**src/rtl/hex_display_scheduler.sv**
```systemverilog
// ---------------------------------------------------------------------------
// hex_display_scheduler
//
// Time-shares a single hex-to-seven-segment decoder across NUM_DIGITS HEX
// digits. A packed value is accepted over a valid/ready handshake. It is
// scanned one digit per cycle, most significant first, into a staging
// buffer. The staging buffer is then committed to the display registers in
// a single edge, so the pins never show a half-updated number. Optional
// leading-zero blanking and a free-running whole-display blink are applied.
//
// Parameters
//   NUM_DIGITS  number of HEX digits driven (1..8)
//   BLINK_DIV   clock cycles per blink half-period (>= 2)
//
// Ports
//   clock     in   system clock, all state on the rising edge
//   resetn    in   asynchronous active-low reset
//   value     in   packed hex value, nibble i = digit i (digit 0 = LSD)
//   blank_lz  in   blank leading zeros, sampled together with value
//   load      in   request valid
//   ready     out  high when a load will be accepted (FSM idle)
//   done      out  one-cycle pulse when new patterns reach hex_flat
//   blink_en  in   live blink enable (masks the display while phase is high)
//   hex_flat  out  active-low segments, digit i at [7i+6:7i], order g..a
// ---------------------------------------------------------------------------

// Single shared decoder: 4-bit hex in, active-low segments g..a out.
module hex_seg_decoder (
   input  logic [3:0] nibble,
   output logic [6:0] seg
);

   always_comb begin
      // NOTE: every always_comb output gets a default first so no path can
      // leave it unassigned and infer a latch.
      seg = 7'b1111111;
      unique case (nibble)
         4'h0: seg = 7'b1000000;
         4'h1: seg = 7'b1111001;
         4'h2: seg = 7'b0100100;
         4'h3: seg = 7'b0110000;
         4'h4: seg = 7'b0011001;
         4'h5: seg = 7'b0010010;
         4'h6: seg = 7'b0000010;
         4'h7: seg = 7'b1111000;
         4'h8: seg = 7'b0000000;
         4'h9: seg = 7'b0010000;
         4'ha: seg = 7'b0001000;
         4'hb: seg = 7'b0000011;
         4'hc: seg = 7'b1000110;
         4'hd: seg = 7'b0100001;
         4'he: seg = 7'b0000110;
         4'hf: seg = 7'b0001110;
      endcase
   end

endmodule

module hex_display_scheduler #(
   parameter int NUM_DIGITS = 6,
   parameter int BLINK_DIV  = 25000000
) (
   input  logic                    clock,
   input  logic                    resetn,
   input  logic [4*NUM_DIGITS-1:0] value,
   input  logic                    blank_lz,
   input  logic                    load,
   output logic                    ready,
   output logic                    done,
   input  logic                    blink_en,
   output logic [7*NUM_DIGITS-1:0] hex_flat
);

   localparam int IDX_W = (NUM_DIGITS > 1) ? $clog2(NUM_DIGITS) : 1;
   localparam int CNT_W = $clog2(BLINK_DIV);
   localparam logic [6:0] BLANK = 7'b1111111;

   typedef enum logic [1:0] {
      IDLE,
      SCAN,
      COMMIT
   } state_t;

   state_t                  state;
   state_t                  next_state;
   logic [4*NUM_DIGITS-1:0] sh_value;
   logic                    sh_blank_lz;
   logic [IDX_W-1:0]        idx;
   logic                    lz;
   logic [6:0]              staged  [NUM_DIGITS];
   logic [6:0]              display [NUM_DIGITS];
   logic [CNT_W-1:0]        blink_cnt;
   logic                    phase;

   logic [3:0]              nibble;
   logic [6:0]              seg;
   logic                    blank_digit;

   assign ready = (state == IDLE);

   // Decoder input is the shadow nibble currently addressed by the scan.
   assign nibble = sh_value[4*idx +: 4];

   hex_seg_decoder u_decoder (
      .nibble (nibble),
      .seg    (seg)
   );

   // Still inside the run of leading zeros; digit 0 always shows.
   assign blank_digit = sh_blank_lz && lz && (nibble == 4'd0) && (idx != '0);

   // -------------------------------------------------------------------------
   // FSM
   // -------------------------------------------------------------------------
   always_ff @(posedge clock or negedge resetn) begin
      if (!resetn) begin
         state <= IDLE;
      end else begin
         // NOTE: sequential state uses non-blocking assignments so every
         // register samples pre-edge values regardless of block ordering.
         state <= next_state;
      end
   end

   always_comb begin
      next_state = state;
      unique case (state)
         IDLE:    if (load)      next_state = SCAN;
         SCAN:    if (idx == '0) next_state = COMMIT;
         COMMIT:                 next_state = IDLE;
         default:                next_state = IDLE;
      endcase
   end

   // -------------------------------------------------------------------------
   // Datapath: capture, scan into staging, atomic commit
   // -------------------------------------------------------------------------
   always_ff @(posedge clock or negedge resetn) begin
      if (!resetn) begin
         sh_value    <= '0;
         sh_blank_lz <= 1'b0;
         idx         <= '0;
         lz          <= 1'b0;
         done        <= 1'b0;
         // NOTE: the segment buffers are reset on purpose: reset must blank
         // the pins at once and discard any pending update, so these are
         // flops with reset, not a RAM.
         for (int i = 0; i < NUM_DIGITS; i++) begin
            staged[i]  <= BLANK;
            display[i] <= BLANK;
         end
      end else begin
         done <= (state == COMMIT);
         unique case (state)
            IDLE: begin
               if (load) begin
                  sh_value    <= value;
                  sh_blank_lz <= blank_lz;
                  idx         <= IDX_W'(NUM_DIGITS - 1);
                  lz          <= 1'b1;
               end
            end
            SCAN: begin
               staged[idx] <= blank_digit ? BLANK : seg;
               if (!blank_digit) lz <= 1'b0;
               if (idx != '0) idx <= idx - 1'b1;
            end
            COMMIT: begin
               for (int i = 0; i < NUM_DIGITS; i++) display[i] <= staged[i];
            end
            default: ;
         endcase
      end
   end

   // -------------------------------------------------------------------------
   // Free-running blink timebase; blink_en only masks, never restarts it.
   // -------------------------------------------------------------------------
   always_ff @(posedge clock or negedge resetn) begin
      if (!resetn) begin
         blink_cnt <= '0;
         phase     <= 1'b0;
      end else if (blink_cnt == CNT_W'(BLINK_DIV - 1)) begin
         blink_cnt <= '0;
         phase     <= ~phase;
      end else begin
         blink_cnt <= blink_cnt + 1'b1;
      end
   end

   for (genvar g = 0; g < NUM_DIGITS; g++) begin : g_out
      assign hex_flat[7*g +: 7] = (blink_en && phase) ? BLANK : display[g];
   end

endmodule
```
**config.mk**
```make
export PLATFORM = sky130hd
export DESIGN_NAME = hex_display_scheduler
export DESIGN_NICKNAME = d
export VERILOG_FILES = /design/src/rtl/hex_display_scheduler.sv
export SDC_FILE = /design/constraint.sdc
export NUM_CORES = 1
export LEC_CHECK = 0
export CAP_MARGIN = 10
export CORE_UTILIZATION = 43
export DETAILED_ROUTE_END_ITERATION = 6
export MAX_ROUTING_LAYER = met4
export PLACE_DENSITY = 0.64
export REMOVE_ABC_BUFFERS = 1
export SYNTH_ARGS = -nofsm -noshare
export SYNTH_HDL_FRONTEND = slang
export SYNTH_SLANG_ARGS = --single-unit
export TNS_END_PERCENT = 50
```
**constraint.sdc**
```tcl
create_clock -name clock -period 7.8 [get_ports clock]
set_clock_uncertainty 0.15 [all_clocks]
set_input_delay 1.17 -clock clock [delete_from_list [all_inputs] [get_ports clock]]
set_output_delay 1.17 -clock clock [all_outputs]
set_load 0.02 [all_outputs]
```
Yosys cells after proc, flatten, opt, wreduce, memory -nomap -nowiden
Memory sizes are Yosys's and may differ from the RTL's.
Cells that the tools add are included.
Widths: inputs -> output; s select.
Storage, ports and cells
  flip-flop bits (word level): 142
  ROM bits: 112
  bits of input ports: 29
  output and inout bits: 44
  logic and storage cells: 69
  memories: 1
Cells by class
  $add $sub $neg: 2
  order comparisons: 2
  equality and inequality tests: 7
  shift operators: 1
  mux-type cells: 20
  bitwise gates (word level): 2
  reduce and logical (&&, ||, !) cells: 14
Memories
  (name not given): depth 16, bits a word 7, rd ports 1, clocked after memory_dff 0, wr ports 0, RTL line 37  | unique case (nibble)
Operators by type and width (count)
  $mux 7: 8
  $bwmux 42: 1
  $add 25x1->25 const B: 1
  $eq 25x25->1 const B: 1
  $mux 25: 1
  $shiftx 24x6->4: 1
  $demux 7 s3: 1
  $ne 2x2->1 const B: 4
  $mux 3: 2
  $pmux 3 s2: 1
  $reduce_and 3->1: 2
  $logic_and 1x1->1: 5
  $ge 4x4->1 const B: 1
  $logic_not 4->1: 1
  $lt 4x1->1 const B: 1
  $mux 2: 2
  $not 3->4: 1
  $pmux 2 s2: 1
  $reduce_and 2->1: 2
  $logic_not 3->1: 1
  $reduce_bool 3->1: 1
  $sub 3x1->3 const B: 1
  $eq 2x1->1 const B: 1
  $eq 2x2->1 const B: 1
  other kinds (5): 6

Depth between registers and ports, before layout
  depth in word-level cells: 6
  mapped depth: 11
  gate-level depth less buffers: 9

By module
From an unflattened synthesis, not the netlist that was laid out.
Unflattened totals
  cells, all modules: 593
  area total of the unflattened synthesis: 7104.3 µm²
Modules (own cells, without submodules)
  hex_display_scheduler: times used 1, cells each 562, area an instance 6851.6 µm², sequential area each 3658.5 µm²
  hex_seg_decoder: times used 1, cells each 31, area an instance 252.7 µm², sequential area each 0.0 µm²

Worst setup path after synthesis
Ideal clock, no wire load.
  path type: input to output
  start point: input blink_en
  end point: output hex_flat[0]
  arrival: 1775 ps
  required time: 6480 ps
  path slack: 4705 ps
  stages: 3
  path buffers: 1
  path through: nand2_1 -> clkbuf_1 -> nand2b_1
Between the ends
  longest elaborated chain between the ends: 2
Ends and longest elaborated chain
  start: declaration: RTL line 70  | input logic blink_en,
  $logic_and 1x1->1: RTL line 192  | assign hex_flat[7*g +: 7] = (blink_en && phase) ? BLANK : display[g];
  $mux 7: RTL line 192
  end: declaration: RTL line 71  | output logic [7*NUM_DIGITS-1:0] hex_flat
Every way passes these cells.

Worst setup path after layout
  start point: input blink_en
  end point: output hex_flat[15]
The elaborated chain is that of the path after synthesis.

==> metrics.md <==
| Metric | Value |
|---|---|
| Status | `finished clean` |
| #FFs+latches synth | `between 100 and 150` |
| GRT Total Usage | `a little under a fifth` |
| Fin util | `54.1%` |
| Core ar. | `between 15000 and 20000 sq um` |
| Worst-path cell chain | `clkdlybuf4s50_1 > nand2_1 > buf_4 > nand2b_1 > clkdlybuf4s50_1` |
| Placed cell count | `roughly 800` |
| Pre-CTS setup slack | `about 3.7 ns` |
| Distinct cells, synth | `between 50 and 60` |
| Syn avg cell area | `11.8 sq um` |
| Synthesis-to-layout area growth | `23.2%` |
| Initial antenna violation count | `0` |
| IO buf count | `72` |
| # H-tree levels | `4` |
| RD Place Congestion | `0.807` |
| Clk Tree Root Cell | `clkbuf_16` |
| Slew HR | `31.7%` |
| Setup ws final | `3.77 ns` |
| Tmin final | `4.03 ns` |
| Synth warn | `0` |
| Cells after Synth | `around 560` |
| Synth Cell Area | `about 6700 sq um` |
| Layout cells sized above 1 | `between 30% and 40%` |
| Ports | `73` |
| Final net count | `approximately 670` |
| Most common cell after layout, fill and taps aside | `dfstp_2` |
| Starting Density | `between 40 and 50%` |
| MaxCap Viol Count | `0` |
| Fin. Hold Viols | `0` |
| Setup TNS | `0 ns` |
| Primary FF master, synth | `dfstp_2` |
| Fin Hold WS | `just over 0.3 ns` |
| WL/cell | `between 15 and 20 um` |
| Vias in the first global route | `~4500` |
| Adder-Cell Fraction of Synth Area | `1.69%` |
| Placed inst area | `around 7500 sq um` |
| Hold WC Path Type | `register to register` |
| Sequential share of the synthesized area | `55.0%` |
| Chip Width | `~130 um` |
| Worst skew pair latency | `approximately 0.42 ns` |
| Synth Area in Simple Gates | `15.5%` |
| CTS resizes | `0` |
| Via Count | `around 4300` |
| DPL Wire Length | `just under 9 mm` |
| Clock slew at reported path FFs | `0.06 ns` |
| Setup bufs post-CTS | `0` |
| Height of the chip | `about 130 um` |
| LEAKAGE | `3.44 nW` |
| TritonCTS Buffers | `17` |
| Worst slew pin tran | `approximately 1.0 ns` |
| N_diodes | `0` |
| Largest stage delay on the critical path | `0.57 ns` |
| Via density | `between 5 and 6` |
| Cell mode on critical path | `clkdlybuf4s50_1` |
| CP startpoint kind | `primary input` |
| Buf/Inv on CP | `3` |
| RSZ-0062 raised after global routing | `no` |
| # rows | `45` |
| DRC | `0` |
| First-pass GRT wire length | `between 20 and 25 mm` |
| TritonCTS Sinks | `approximately 140` |
| P per Cell Area | `roughly 440 nW/um^2` |
| Longest Clk Path Bufs | `2` |
| Max VDD drop | `~0.00015 V` |
| Die ar. | `between 15000 and 20000 sq um` |
| # hold bufs at CTS | `0` |
| CP Class | `primary input to output pin` |
| Post-synthesis xor/xnor area fraction | `around 2.5%` |
| Most frequent cells in the layout | `dfstp_2, mux2_2, clkdlybuf4s50_1` |
| Pre-antenna DRT Iters | `4` |
| Largest net degree at the start of global routing | `80` |
| Largest family of logic cells by synthesized area | `simple AND/OR/NAND/NOR gates` |
| Initial DRC Count | `between 200 and 250` |
| Multiplexer share of the synthesized area | `between 10% and 20%` |
| Final setup viols | `0` |
| DRT Wirelength | `around 13 mm` |
| Cell family with most CP delay | `buffers and inverters` |
| Slew Limit Fails | `0` |
| Detail Route Antenna Nets | `0` |
| FMAX | `0.248 GHz` |
| CTS tree | `yes` |
| Period utilization | `about half` |
| Overall Power | `approximately 3.6 mW` |
| CP Data Required Time | `approximately 6.5 ns` |
| CP max-delay cell | `clkdlybuf4s50_1` |
| Crit. End Element | `output pin` |
| Fin cells | `835` |
| Post-synth EDFFs | `0` |
| Max FO, Critical Path | `42` |
| Final instance area | `roughly 8000 sq um` |
| Global route total overflow | `0` |
| Ys async rst share | `100%` |
| WP data arrival | `around 2.7 ns` |
| Synth Area in Compound Gates | `between 7 and 8%` |
final timing paths:
kind,from,endpoint,slack (ns),depth (start not counted)
worst max-delay path,blink_en,hex_flat[15],3.77,5
worst min-delay path,blink_cnt[0]$_DFF_PN0_,blink_cnt[0]$_DFF_PN0_,0.31,1
worst max register to register,idx[0]$_DFFE_PN0P_,staged[13]$_DFFE_PN1P_,4.38,9
worst min register to register,blink_cnt[0]$_DFF_PN0_,blink_cnt[0]$_DFF_PN0_,0.31,1
max in group asynchronous,resetn,phase$_DFFE_PN0N_,5.39,2
min in group asynchronous,resetn,sh_value[23]$_DFFE_PN0P_,0.78,1
routing by layer:
metal,vias up,wire length (um),track usage (%)
li1,2103,-,-
met1,2138,6140,22.9
met2,79,6470,30.1
met3,22,362,4.09
met4,0,242,7.80
met5,-,0,-
registers in the layout, summed over array words and instances, names as in the netlist:
name,count
idx,3
sh_value,24
done,1
phase,1
blink_cnt,25
sh_blank_lz,1
lz,1
state,2
staged,42
display,42
synth_stat cells (2+ instances only):
library cell	instances	area [sq um]
a211oi_1	6	45.0
a21oi_1	7	35.0
a21oi_2	6	52.6
a222oi_1	2	20.0
and2_1	4	25.0
and4_1	3	26.3
buf_2	3	15.0
buf_4	2	15.0
clkbuf_1	22	82.6
dfrtp_1	58	1450
dfstp_2	84	2210
ha_1	9	113
inv_1	9	33.8
mux2_1	3	33.8
mux2_2	79	890
mux2i_1	7	70.1
nand2_1	41	154
nand2b_1	47	294
nand3_1	11	55.1
nand4_1	7	43.8
nor2_1	44	165
nor2b_1	6	37.5
nor3_1	20	100
nor4_1	3	18.8
o21ai_0	5	25.0
o21ai_1	18	90.1
o31ai_1	8	60.1
o31ai_4	2	42.5
or3_1	5	31.3
or3b_1	2	17.5
xnor2_1	13	114
xor2_1	6	52.6
power breakdown:
| part | internal, mW | leakage [nW] | switching, mW |
|---|---|---|---|
| Combinational | 0.690 | 1.52 | 0.807 |
| Clock | 0.539 | 0.315 | 0.298 |
| Sequential | 1.12 | 1.61 | 0.155 |
| Total | 2.35 | 3.44 | 1.26 |
cells by family (layout without fill, tap and decap cells):
family,count (synthesis),count (layout)
DFF,142,142
and+or+nand+nor,201,201
xor gates and xnor gates,19,19
muxes,91,91
buffers and inverters,38,121
AOI/OAI and AO/OA,64,64
adders and majority gates,9,9
area by class of cell:
class,count,area [sq um]
clock buffers,26,573
clock inverters,6,62.6
fillers,1297,6950
inverters,10,51.3
multi-input cells,384,2820
flip-flops and latches,142,3660
well taps,188,235
repair buffers,79,791
(Power assumes the default switching activity.)
